===== config.mk =====
export PLATFORM = sky130hd
export DESIGN_NAME = out_ram_arbiter
export DESIGN_NICKNAME = d
export VERILOG_FILES = /design/src/rtl/out_ram_arbiter.sv
export SDC_FILE = /design/constraint.sdc
export NUM_CORES = 1
export LEC_CHECK = 0
export CAP_MARGIN = 20
export CORE_ASPECT_RATIO = 0.5
export CORE_MARGIN = 1.5
export CORE_UTILIZATION = 50
export DETAILED_ROUTE_END_ITERATION = 6
export PLACE_DENSITY = 0.81
export SYNTH_ARGS = -nofsm -noshare
export SYNTH_HDL_FRONTEND = slang
export SYNTH_SLANG_ARGS = --single-unit
export TNS_END_PERCENT = 10

===== constraint.sdc =====
create_clock -name i_clk -period 5.45 [get_ports i_clk]
set_clock_uncertainty 0.1 [all_clocks]
set_input_delay 0.545 -clock i_clk [delete_from_list [all_inputs] [get_ports i_clk]]
set_output_delay 0.545 -clock i_clk [all_outputs]
set_load 0.005 [all_outputs]

===== src/rtl/out_ram_arbiter.sv =====
// Round-robin writer of 4 switch output ports into per-port circular regions of one output RAM,
// with a host pop/status read FSM. Define OUT_RAM_ARB_DROPCNT_EN for per-port drop counters.
module out_ram_arbiter #(
   parameter int unsigned DW     = 32,
   parameter int unsigned RGN_AW = 10
) (
   input  logic              i_clk,
   input  logic              i_reset,
   input  logic              i_clear,
   input  logic [3:0]        i_req_valid,
   input  logic [4*DW-1:0]   i_req_data,
   output logic [3:0]        o_req_ready,
   output logic              o_ram_wren,
   output logic [RGN_AW+1:0] o_ram_wraddress,
   output logic [DW-1:0]     o_ram_data,
   output logic              o_ram_rden,
   output logic [RGN_AW+1:0] o_ram_rdaddress,
   input  logic [DW-1:0]     i_ram_q,
   input  logic              i_chipselect,
   input  logic              i_read,
   input  logic [3:0]        i_address,
   output logic [DW-1:0]     o_readdata,
   output logic              o_readdata_valid
);

   localparam int unsigned DEPTH = 2**RGN_AW;
   localparam int unsigned LW    = RGN_AW + 1;

   typedef enum logic [1:0] {StIdle, StFetch, StCapt} state_t;

   logic [RGN_AW-1:0] r_wr_ptr [4];
   logic [RGN_AW-1:0] r_rd_ptr [4];
   logic [LW-1:0]     r_level  [4];
   logic [1:0]        r_rr_ptr;
   logic [1:0]        r_port;
   state_t            r_state;
   logic              r_ram_rden;
   logic [RGN_AW+1:0] r_ram_rdaddress;
   logic [DW-1:0]     r_readdata;
   logic              r_readdata_valid;
`ifdef OUT_RAM_ARB_DROPCNT_EN
   logic [15:0]       r_drop_cnt [4];
`endif

   logic [3:0]        w_elig;
   logic [3:0]        w_full;
   logic [3:0]        w_empty;
   logic [3:0]        w_inc;
   logic [3:0]        w_dec;
   logic              w_gnt_any;
   logic [1:0]        w_gnt_idx;
   logic [1:0]        w_a;
   logic [DW-1:0]     w_req_data [4];

   assign w_a = i_address[1:0];

   always_comb begin
      for (int i = 0; i < 4; i++) begin
         w_req_data[i] = i_req_data[i*DW +: DW];
         w_full[i]     = (r_level[i] == LW'(DEPTH));
         w_empty[i]    = (r_level[i] == '0);
         w_elig[i]     = i_req_valid[i] && !w_full[i];
      end
   end

   // First eligible port searching upward from r_rr_ptr, wrapping mod 4.
   always_comb begin
      w_gnt_any = 1'b0;
      w_gnt_idx = r_rr_ptr;
      for (int k = 0; k < 4; k++) begin
         if (!w_gnt_any && w_elig[2'(r_rr_ptr + 2'(k))]) begin
            w_gnt_any = 1'b1;
            w_gnt_idx = 2'(r_rr_ptr + 2'(k));
         end
      end
      w_inc            = '0;
      w_inc[w_gnt_idx] = w_gnt_any;
      w_dec            = '0;
      w_dec[r_port]    = (r_state == StCapt);
   end

   assign o_req_ready      = w_inc;
   assign o_ram_wren       = w_gnt_any;
   assign o_ram_wraddress  = {w_gnt_idx, r_wr_ptr[w_gnt_idx]};
   assign o_ram_data       = w_req_data[w_gnt_idx];
   assign o_ram_rden       = r_ram_rden;
   assign o_ram_rdaddress  = r_ram_rdaddress;
   assign o_readdata       = r_readdata;
   assign o_readdata_valid = r_readdata_valid;

   always_ff @(posedge i_clk) begin
      if (i_reset || i_clear) begin
         for (int i = 0; i < 4; i++) begin
            r_wr_ptr[i] <= '0;
            r_rd_ptr[i] <= '0;
            r_level[i]  <= '0;
`ifdef OUT_RAM_ARB_DROPCNT_EN
            r_drop_cnt[i] <= '0;
`endif
         end
         r_rr_ptr         <= '0;
         r_port           <= '0;
         r_state          <= StIdle;
         r_ram_rden       <= 1'b0;
         r_ram_rdaddress  <= '0;
         r_readdata       <= '0;
         r_readdata_valid <= 1'b0;
      end else begin
         r_readdata_valid <= 1'b0;
         if (w_gnt_any) begin
            r_wr_ptr[w_gnt_idx] <= r_wr_ptr[w_gnt_idx] + RGN_AW'(1);
            r_rr_ptr            <= w_gnt_idx + 2'd1;
         end
         // A same-edge write and pop on one port cancel out in the level.
         for (int i = 0; i < 4; i++) begin
            r_level[i] <= r_level[i] + LW'(w_inc[i]) - LW'(w_dec[i]);
`ifdef OUT_RAM_ARB_DROPCNT_EN
            if (i_req_valid[i] && w_full[i] && r_drop_cnt[i] != 16'hFFFF) begin
               r_drop_cnt[i] <= r_drop_cnt[i] + 16'd1;
            end
`endif
         end
         case (r_state)
            StIdle: begin
               if (i_chipselect && i_read) begin
                  case (i_address)
                     4'd0, 4'd1, 4'd2, 4'd3: begin
                        r_port <= w_a;
                        if (!w_empty[w_a]) begin
                           r_ram_rden      <= 1'b1;
                           r_ram_rdaddress <= {w_a, r_rd_ptr[w_a]};
                           r_state         <= StFetch;
                        end else begin
                           r_readdata       <= '0;
                           r_readdata_valid <= 1'b1;
                        end
                     end
                     4'd4, 4'd5, 4'd6, 4'd7: begin
                        r_readdata       <= DW'(r_level[w_a]);
                        r_readdata_valid <= 1'b1;
                     end
                     4'd8: begin
                        r_readdata       <= DW'({w_full, w_empty});
                        r_readdata_valid <= 1'b1;
                     end
                     4'd9: begin
                        r_readdata       <= DW'(r_rr_ptr);
                        r_readdata_valid <= 1'b1;
                     end
                     4'd12, 4'd13, 4'd14, 4'd15: begin
`ifdef OUT_RAM_ARB_DROPCNT_EN
                        r_readdata       <= DW'(r_drop_cnt[w_a]);
`else
                        r_readdata       <= '0;
`endif
                        r_readdata_valid <= 1'b1;
                     end
                     default: begin
                        r_readdata       <= DW'(32'h0000_00FF);
                        r_readdata_valid <= 1'b1;
                     end
                  endcase
               end
            end
            StFetch: begin
               r_ram_rden <= 1'b0;
               r_state    <= StCapt;
            end
            StCapt: begin
               r_readdata         <= i_ram_q;
               r_readdata_valid   <= 1'b1;
               r_rd_ptr[r_port]   <= r_rd_ptr[r_port] + RGN_AW'(1);
               r_state            <= StIdle;
            end
            default: r_state <= StIdle;
         endcase
      end
   end

endmodule


==> flow_summary.json, run 1 <==
{
  "status": "completed",
  "drv_slew": 0,
  "reg2reg_depth": 20,
  "die_h_um": 106.9,
  "htree_levels": 4,
  "wl_per_cell_um": 20.52,
  "synth-xor-area-share_pct": 3.166,
  "p_per_area_nw_per_um2": 338.3,
  "synthSimpleGateAreaFrac_pct": 19.39,
  "port_buffers": 267,
  "syn_avg_cell_area_um2": 9.254,
  "n_antenna_cell": 0,
  "tritoncts": "done",
  "grt_pass1_wl_um": 52940,
  "dr_wl_met3_um": 2152,
  "fin_nets": 1649,
  "synth_compound_area_share_pct": 13.71,
  "synthTopCellsByArea": "edfxtp_1 (22%), dfxtp_1 (18%), ha_1 (7.5%)",
  "grt_pass1_vias": 10001,
  "maxUsedRoutingLayer": "met5",
  "drt_wl_total_um": 34740,
  "cp.required_ps": 4810,
  "hold-path-cell-count": 1,
  "max_freq_mhz": 202.4,
  "synth_edf_count": 80,
  "cp_cell_sequence": "inv_1 -> ha_1 -> nand4bb_4 -> o21ai_1 -> a31oi_1 -> o21ai_2 -> nand2_4 -> inv_2 -> buf_4 -> nand2_1 -> and3_1 -> a31oi_1 -> clkdlybuf4s50_1",
  "crit_path_frequent_cell": "a31oi_1",
  "synth_mux_area_share_pct": 9.346,
  "async_reset_ff_share_pct": 0,
  "drtIter0Drc": 699,
  "worst_path_dominant_cell_family": "buffers and inverters",
  "vias": 9745,
  "drc_errors": 0,
  "start_util_pct": 51.80,
  "clock_insertion_delay_worst_skew_ps": 440,
  "slew_headroom_pct": 36.10,
  "numCtsBuffers": 17,
  "synth_top_area_share_pct": 22.26,
  "die_area_um2": 22520,
  "synth_top_cell_by_area": "edfxtp_1",
  "synth_warnings": 0,
  "wl_met2_um": 17620,
  "synth_cell_type_count": 69,
  "synth_nets": 1408,
  "post-place-ws_ps": 903.4,
  "fp.dieW_um": 210.8,
  "gp_congestion": 0.9588,
  "crit_slowest_cell": "clkdlybuf4s50_1",
  "synth-adder-area-share_pct": 8.279,
  "finalSetupViolCount": 0,
  "core-area_um2": 20830,
  "setup_ws_ps": 509.5,
  "ys_seq_area_share_pct": 40.45,
  "dp_hpwl_um": 26070,
  "syn-cell-area_um2": 10790,
  "synthCells": 1166,
  "min_period_over_period_pct": 90.65,
  "post_cts_resized": 0,
  "met1Wirelength_um": 13580,
  "vdd_drop_max_uv": 268.6,
  "clk_pin_slew_ps": 60,
  "min_period_ps": 4941,
  "area_delta_synth_final_pct": 31.93,
  "worstSetupPathDepth": 13,
  "antenna_found_initial": 2,
  "rows": 37,
  "final_antenna_net_count": 0,
  "cts_setup_buffers": 0,
  "ys_ff_latch": 178,
  "vias_per_cell": 5.756,
  "overflow": 0,
  "drive_gt1_share_pct": 7.394,
  "max_stage_delay_ps": 600,
  "synth_top_family_by_area": "simple AND/OR/NAND/NOR gates",
  "ys.flop_type": "dfxtp_1",
  "cts_root_buf": "clkbuf_16",
  "finalHoldViolations": 0,
  "grt_max_degree": 72,
  "rsz0062_at_grt": "false",
  "critPathMaxFanout": 38,
  "worst-setup-path-type": "flop to output port",
  "timing.setup.tns_ps": 0,
  "crit_path_start_kind": "flop",
  "power.leakage_uw": 0.005637,
  "grt_usage_pct": 30.64,
  "holdBufCountCts": 0,
  "hold_class": "flop to flop",
  "critPathCaptureType": "output port",
  "maxCapViolations": 0,
  "cts.sinks": 178,
  "dr.pass1.iters": 6,
  "ios": 268,
  "cts.path.max_buffers": 2,
  "critical_path_buf_inv_count": 4,
  "tightest_slew_ps": 958.5,
  "worstPathArrival_ps": 4300
}
[power breakdown]
part,internal [µW],switching [µW]
clock network,678,520
registers,1510,81.8
logic,946,1080
total,3130,1680
[cell type report]
cell class / instances / area, µm²
flip-flops and latches: 178 / 4364
repair buffers: 280 / 2765
well taps: 273 / 341.6
clock buffers: 25 / 531.8
clock inverters: 7 / 43.79
fillers: 1592 / 6596
inverters: 98 / 372.9
multi-input cells: 832 / 5817
[cells by family after synthesis]
family / after synthesis
buf+inv: 156
compound gates: 221
mux: 60
flops: 178
fa+ha+maj: 69
xor+xnor: 39
simple gates: 443
[flip-flops by register name, summed over array words and instances (netlist names), named ones only]
signal / count
o_readdata_valid: 1
r_port: 2
r_state: 2
o_readdata: 32
o_ram_rden: 1
r_wr_ptr: 40
o_ram_rdaddress: 12
r_rr_ptr: 2
r_rd_ptr: 40
r_level: 44
[through the flow]
step	power (µW)	area, µm²	utilization, %	std cells	hold slack (ps)
global route	5038	14240	68.34	1693	391.6
floorplan	2793	10790	-	1166	366.3
CTS	4800	14220	68.26	1691	377.1
global placement	3560	13650	65.50	1659	355.6
finish	4816	14240	68.34	1693	376.6
detailed placement	3610	13650	65.50	1659	355.1
[cell usage after synthesis (12+ instances only)]
library cell / number
and2_1: 12
a22o_1: 21
o21ai_0: 25
inv_1: 96
buf_1: 12
mux4_2: 31
nand2b_1: 13
nor3b_1: 12
dfxtp_1: 98
mux2i_1: 26
a31oi_1: 36
edfxtp_1: 80
ha_1: 65
xnor2_1: 33
o21bai_1: 12
nor2_1: 130
nor3_1: 18
nand2_1: 173
and3_1: 37
nand3_1: 17
clkbuf_1: 39
a21oi_1: 68
[final timing paths]
| kind | startpoint | end | slack, ps |
|---|---|---|---|
| worst max-delay path | r_level[1][9] | o_ram_data[29] | 510 |
| worst min register to register | o_readdata[23] | o_readdata[23] | 380 |
| worst max register to register | r_level[3][5] | r_level[2][10] | 750 |
| worst min-delay path | o_readdata[23] | o_readdata[23] | 380 |
[metal layers]
layer  GRT usage [%]  up-vias
met1           34.12     4694
met5               0        -
li1                -     4574
met4           15.10        4
met2           56.03      383
met3           6.503       90
[worst reg2reg max path, delay by kind of cell, from the launching register on]
| kind | cells | cell delay, ps |
|---|---|---|
| flops | 1 | 330 |
| compound gates | 10 | 2100 |
| buf+inv | 2 | 180 |
| simple gates | 5 | 1040 |
| fa+ha+maj | 3 | 830 |
[cell usage in the layout, fill, tap and decap left out, drive strengths merged, types with 4 or more instances in the layout]
master | Yosys | routed
a211oi | 7 | 7
dfxtp | 98 | 98
and2 | 12 | 12
nand3 | 19 | 19
and3 | 37 | 37
mux2i | 29 | 29
mux4 | 31 | 31
a21o | 6 | 6
nand2 | 175 | 175
clkdlybuf4s50 | 0 | 266
nor3 | 18 | 18
nor2b | 6 | 6
or2 | 4 | 4
a22oi | 4 | 4
xor2 | 6 | 6
o21a | 6 | 6
a21oi | 69 | 69
o21ai | 29 | 29
nand2b | 13 | 13
ha | 65 | 65
o211ai | 5 | 5
clkbuf | 39 | 25
clkinv | 1 | 5
edfxtp | 80 | 80
fa | 4 | 4
nor3b | 12 | 12
nor2 | 130 | 130
a22o | 21 | 21
buf | 19 | 14
o31ai | 5 | 5
a31oi | 38 | 38
xnor2 | 33 | 33
inv | 97 | 99
o21bai | 12 | 12
or3 | 5 | 5
No activity file was read; power rests on OpenSTA's default activity.
==> inputs of run 2 (changes only) <==
clock period = 5.33 ns   (was 5.45 ns; I/O delays follow)
==> run 2 against run 1 <==
Via count shrank 0.55%. Worst hold slack gained 2.6 ps. Register-to-register slack gained 50 ps. First-iteration DRC count grew 19%. Global-route usage shrank 0.99 points. Critical path depth is the same. Worst setup slack lost 11 ps. Clock power grew 3%. Combinational power is essentially flat. Non-clock buffer count is the same. Cell area is essentially flat. Final cell count is the same. Critical path type unchanged. Critical endpoint unchanged.
==> flow_summary.json, run 2 (synthesis results as in run 1) <==
{
  "area_delta_synth_final_pct": 31.99,
  "numCtsBuffers": 17,
  "vdd_drop_max_uv": 241.6,
  "cts.path.max_buffers": 2,
  "die_area_um2": 22520,
  "holdBufCountCts": 0,
  "cts.sinks": 178,
  "min_period_ps": 4832,
  "stdcell_count": 1693,
  "wl_per_cell_um": 19.95,
  "grt_pass1_wl_um": 51300,
  "timing.setup.tns_ps": 0,
  "htree_levels": 4,
  "total_power_uw": 4916,
  "finalHoldViolations": 0,
  "crit_slowest_cell": "clkdlybuf4s50_1",
  "cp.required_ps": 4700,
  "min_period_over_period_pct": 90.65,
  "worstPathArrival_ps": 4200,
  "ios": 268,
  "crit_path_start_kind": "flop",
  "p_per_area_nw_per_um2": 345.1,
  "power.leakage_uw": 0.005608,
  "dp.cells": 1659,
  "fp.dieW_um": 210.8,
  "cp_cell_sequence": "inv_1 -> ha_1 -> nand4bb_4 -> o21ai_1 -> a31oi_1 -> o21ai_2 -> nand2_4 -> inv_2 -> buf_12 -> nand2_1 -> and3_1 -> a31oi_1 -> clkdlybuf4s50_1",
  "vias_per_cell": 5.724,
  "clock_insertion_delay_worst_skew_ps": 440,
  "drive_gt1_share_pct": 7.113,
  "start_util_pct": 51.80,
  "max_stage_delay_ps": 570,
  "rsz0062_at_grt": "false",
  "status": "completed",
  "grt_usage_pct": 29.65,
  "gp_congestion": 0.9343,
  "core-area_um2": 20830,
  "final_antenna_net_count": 0,
  "top_register": "r_level",
  "n_antenna_cell": 0,
  "cts_setup_buffers": 0,
  "drt_wl_total_um": 33780,
  "rows": 37,
  "hold_ws_ps": 379.2,
  "tightest_slew_ps": 928.7,
  "maxCapViolations": 0,
  "layout_common_cells": "clkdlybuf4s50_1 (266), nand2_1 (173), nor2_1 (129)",
  "dr.pass1.iters": 7,
  "overflow": 0,
  "max_freq_mhz": 207.0,
  "drv_slew": 0,
  "dp_hpwl_um": 25150,
  "drc_errors": 0,
  "post_cts_resized": 0,
  "largestRegisters": "r_level: 44 flops, r_rd_ptr: 40 flops, r_wr_ptr: 40 flops",
  "largest_register_ffs": 44,
  "vias": 9691,
  "grt_pass1_vias": 9748,
  "finalSetupViolCount": 0,
  "grt_max_degree": 72,
  "cts_root_buf": "clkbuf_16",
  "worst-setup-path-type": "flop to output port",
  "crit_path_frequent_cell": "a31oi_1",
  "critPathCaptureType": "output port",
  "tritoncts": "done",
  "hold_class": "flop to flop",
  "final_common_cell": "clkdlybuf4s50_1",
  "postLayoutCellArea_um2": 14240,
  "critPathMaxFanout": 42,
  "antenna_found_initial": 0,
  "port_buffers": 267,
  "clk_pin_slew_ps": 70,
  "place_area_um2": 13660,
  "fin_nets": 1649,
  "die_h_um": 106.9,
  "slew_headroom_pct": 36.48,
  "drtIter0Drc": 829
}
-- run 2: cell count changes in the layout (fill, tap and decap cells not counted), sizes merged --
| cell | delta |
|---|---|
| bufinv | +2 |
| clkbuf | -6 |
| clkinv | -1 |
| clkinvlp | +5 |
-- run 2: critical path, delay by kind of cell, from the launching register on --
family	cells	cell delay [ps]
AOI/OAI and AO/OA	4	1170
adders and majority gates	1	220
buffers and inverters	4	1490
DFF	1	370
and+or+nand+nor	4	510
-- run 2: cell type report --
class | count | area [µm²]
clock inverters | 13 | 136.4
well taps | 273 | 341.6
multi-input cells | 832 | 5817
flip-flops and latches | 178 | 4364
inverters | 98 | 372.9
fillers | 1626 | 6590
repair buffers | 280 | 2778
clock buffers | 19 | 432.9
-- run 2: per-layer routing --
| layer | global-route usage, % | vias to the layer above | part of all wire (%) |
|---|---|---|---|
| li1 | - | 4574 | - |
| met1 | 33.55 | 4690 | 39 |
| met2 | 54.22 | 352 | 51 |
| met3 | 5.917 | 75 | 6.4 |
| met4 | 13.88 | 0 | 3.7 |
| met5 | 0 | - | 0 |
-- run 2: path summary, 6_finish.rpt --
check	startpoint	end	slack [ps]	cells after the start
setup reg to reg	r_level[0][9]	r_level[1][10]	800	21
setup / recovery	r_level[1][9]	o_ram_data[29]	500	13
hold reg to reg	o_readdata[22]	o_readdata[22]	380	1
hold / removal	o_readdata[22]	o_readdata[22]	380	1
-- run 2: where the power goes --
group	internal (µW)	switching (µW)	total, µW	leakage [µW]
Sequential	1540	81.5	1620	0.00169
Combinational	974	1080	2050	0.00366
Clock	689	552	1240	0.000259
Total	3210	1710	4920	0.00561
-- run 2: metrics by stage --
step	setup WS [ps]	utilization, %
floorplan	1354	-
global placement	884.8	65.56
detailed placement	812.2	65.56
CTS	532.3	68.29
global route	288.8	68.37
finish	498.1	68.37
==> RTL change, RTL diff (config.mk and constraints of run 1) <==
Add a define of `OUT_RAM_ARB_DROPCNT_EN`.
--- a/src/rtl/out_ram_arbiter.sv
+++ b/src/rtl/out_ram_arbiter.sv
@@ -1,4 +1,6 @@
 // Round-robin writer of 4 switch output ports into per-port circular regions of one output RAM,
 // with a host pop/status read FSM. Define OUT_RAM_ARB_DROPCNT_EN for per-port drop counters.
+`define OUT_RAM_ARB_DROPCNT_EN
+
 module out_ram_arbiter #(
    parameter int unsigned DW     = 32,
Function: not settled (the Yosys comparison gave no result); the edit may change what the design does.
==> RTL change against run 1 <==
Power rose by 28%; sequential cell count rose by 64; routed wire length increased by 18%; register-to-register slack better by 0.23 ns; setup slack worse by 0.052 ns; design area increased by 28%; worst hold slack lost 0.0082 ns; critical path depth down 1; area after synthesis increased by 35%; non-clock buffer count rose by 4; fmax decreased by 1.0%; count of clock-buffer cells in the layout up 8; utilization fell by 3.4 points; critical endpoint is now o_ram_data[31]; largest cell class unchanged; largest power group unchanged.
==> RTL change: results (changes against run 1) <==
Outcome
  – Run status: finished clean

Drt
  – Routed metal-1 wire length: 17,300 µm (+27%)
  – Met2 wire len: 19,700 µm (+12%)
  – Sum of routed wire length over all layers: 41,100 µm (+18%)
  – First-pass detailed-route iteration total: 5 (-1)
  – Average detailed-routed wire length per instance: 19.2 µm (-6.5%)
  – 1st-iter DRT viols: 1,053 (+51%)
  – Sum of met3 wire segment lengths after detailed routing: 2890 µm (+34%)

Timing
  – Slew HR: 35.8% (-0.26 points)

Yosys
  – Number of enable flip-flop cells after synthesis: 144 (+80%)
  – Synth Area per Inst: 9.71 µm² (+4.9%)
  – Syn_nets: 1,739 (+24%)
  – Number of distinct standard cells referenced by the synthesized netlist: 70 (+1.4%)
  – Fraction of synthesized area in multiplexers: 10.9% (+1.6 points)
  – Primary FF master, synth: sky130_fd_sc_hd__edfxtp_1

Global route
  – Largest net degree at the start of global routing: 84 (+17%)
  – Met3 layer usage reported by global route: 4.28% (-2.2 points)
  – Global Route met1 Usage: 35.5% (+1.4 points)
  – Number of global-route vias before repair: 11.6k (+16%)

Power
  – Worst vdd rail ir drop: 0.253 mV (-5.9%)
  – Total leakage power: 7.01 nW (+24%)
  – Combinational gate power: 2.30 mW (+13%)
  – Share of total power in the clock network: 26.4% (+1.5 points)
  – Pwr per Cell Area: 338 nW/µm² (about the same)

Critical path
  – Crit-path slowest cell: sky130_fd_sc_hd__buf_4
  – Critical Path Fanout Max: 83 (+120%)
  – Arrival time worst endpoint: 4.35 ns (+0.05 ns)
  – Worst stage delay on the critical path: 0.71 ns (+0.11 ns)

Cells and area
  – Share of layout cells above drive strength 1: 8.21% (+0.82 points)

Placed design
  – Count of placed standard cells including taps: 2,091 (+26%)
  – DP HPWL: 30,000 µm (+15%)
  – Total cell area at the placement stage: 17,500 µm² (+28%)

Clocking
  – Max clock buf depth: 3 (+1)
-- RTL change: cell type report --
type / instances / area [µm²] / share of cell area (%)
multi-input cells: 1073 / 7530 / 41.2
flip-flops and latches: 242 / 6290 / 34.4
repair buffers: 284 / 2790 / 15.3
clock buffers: 33 / 717 / 3.92
well taps: 382 / 478 / 2.61
inverters: 110 / 413 / 2.26
clock inverters: 11 / 50.0 / 0.274
diodes: 6 / 15.0 / 0.0821
-- RTL change: worst paths after layout --
| check | endpoint | slack (ns) | start | depth (start not counted) |
|---|---|---|---|---|
| hold / removal | o_readdata[9] | 0.37 | o_readdata[9] | 2 |
| setup / recovery | o_ram_data[31] | 0.46 | r_level[1][9] | 12 |
| hold reg to reg | o_readdata[9] | 0.37 | o_readdata[9] | 2 |
| setup reg to reg | r_level[2][10] | 0.98 | r_level[1][9] | 21 |
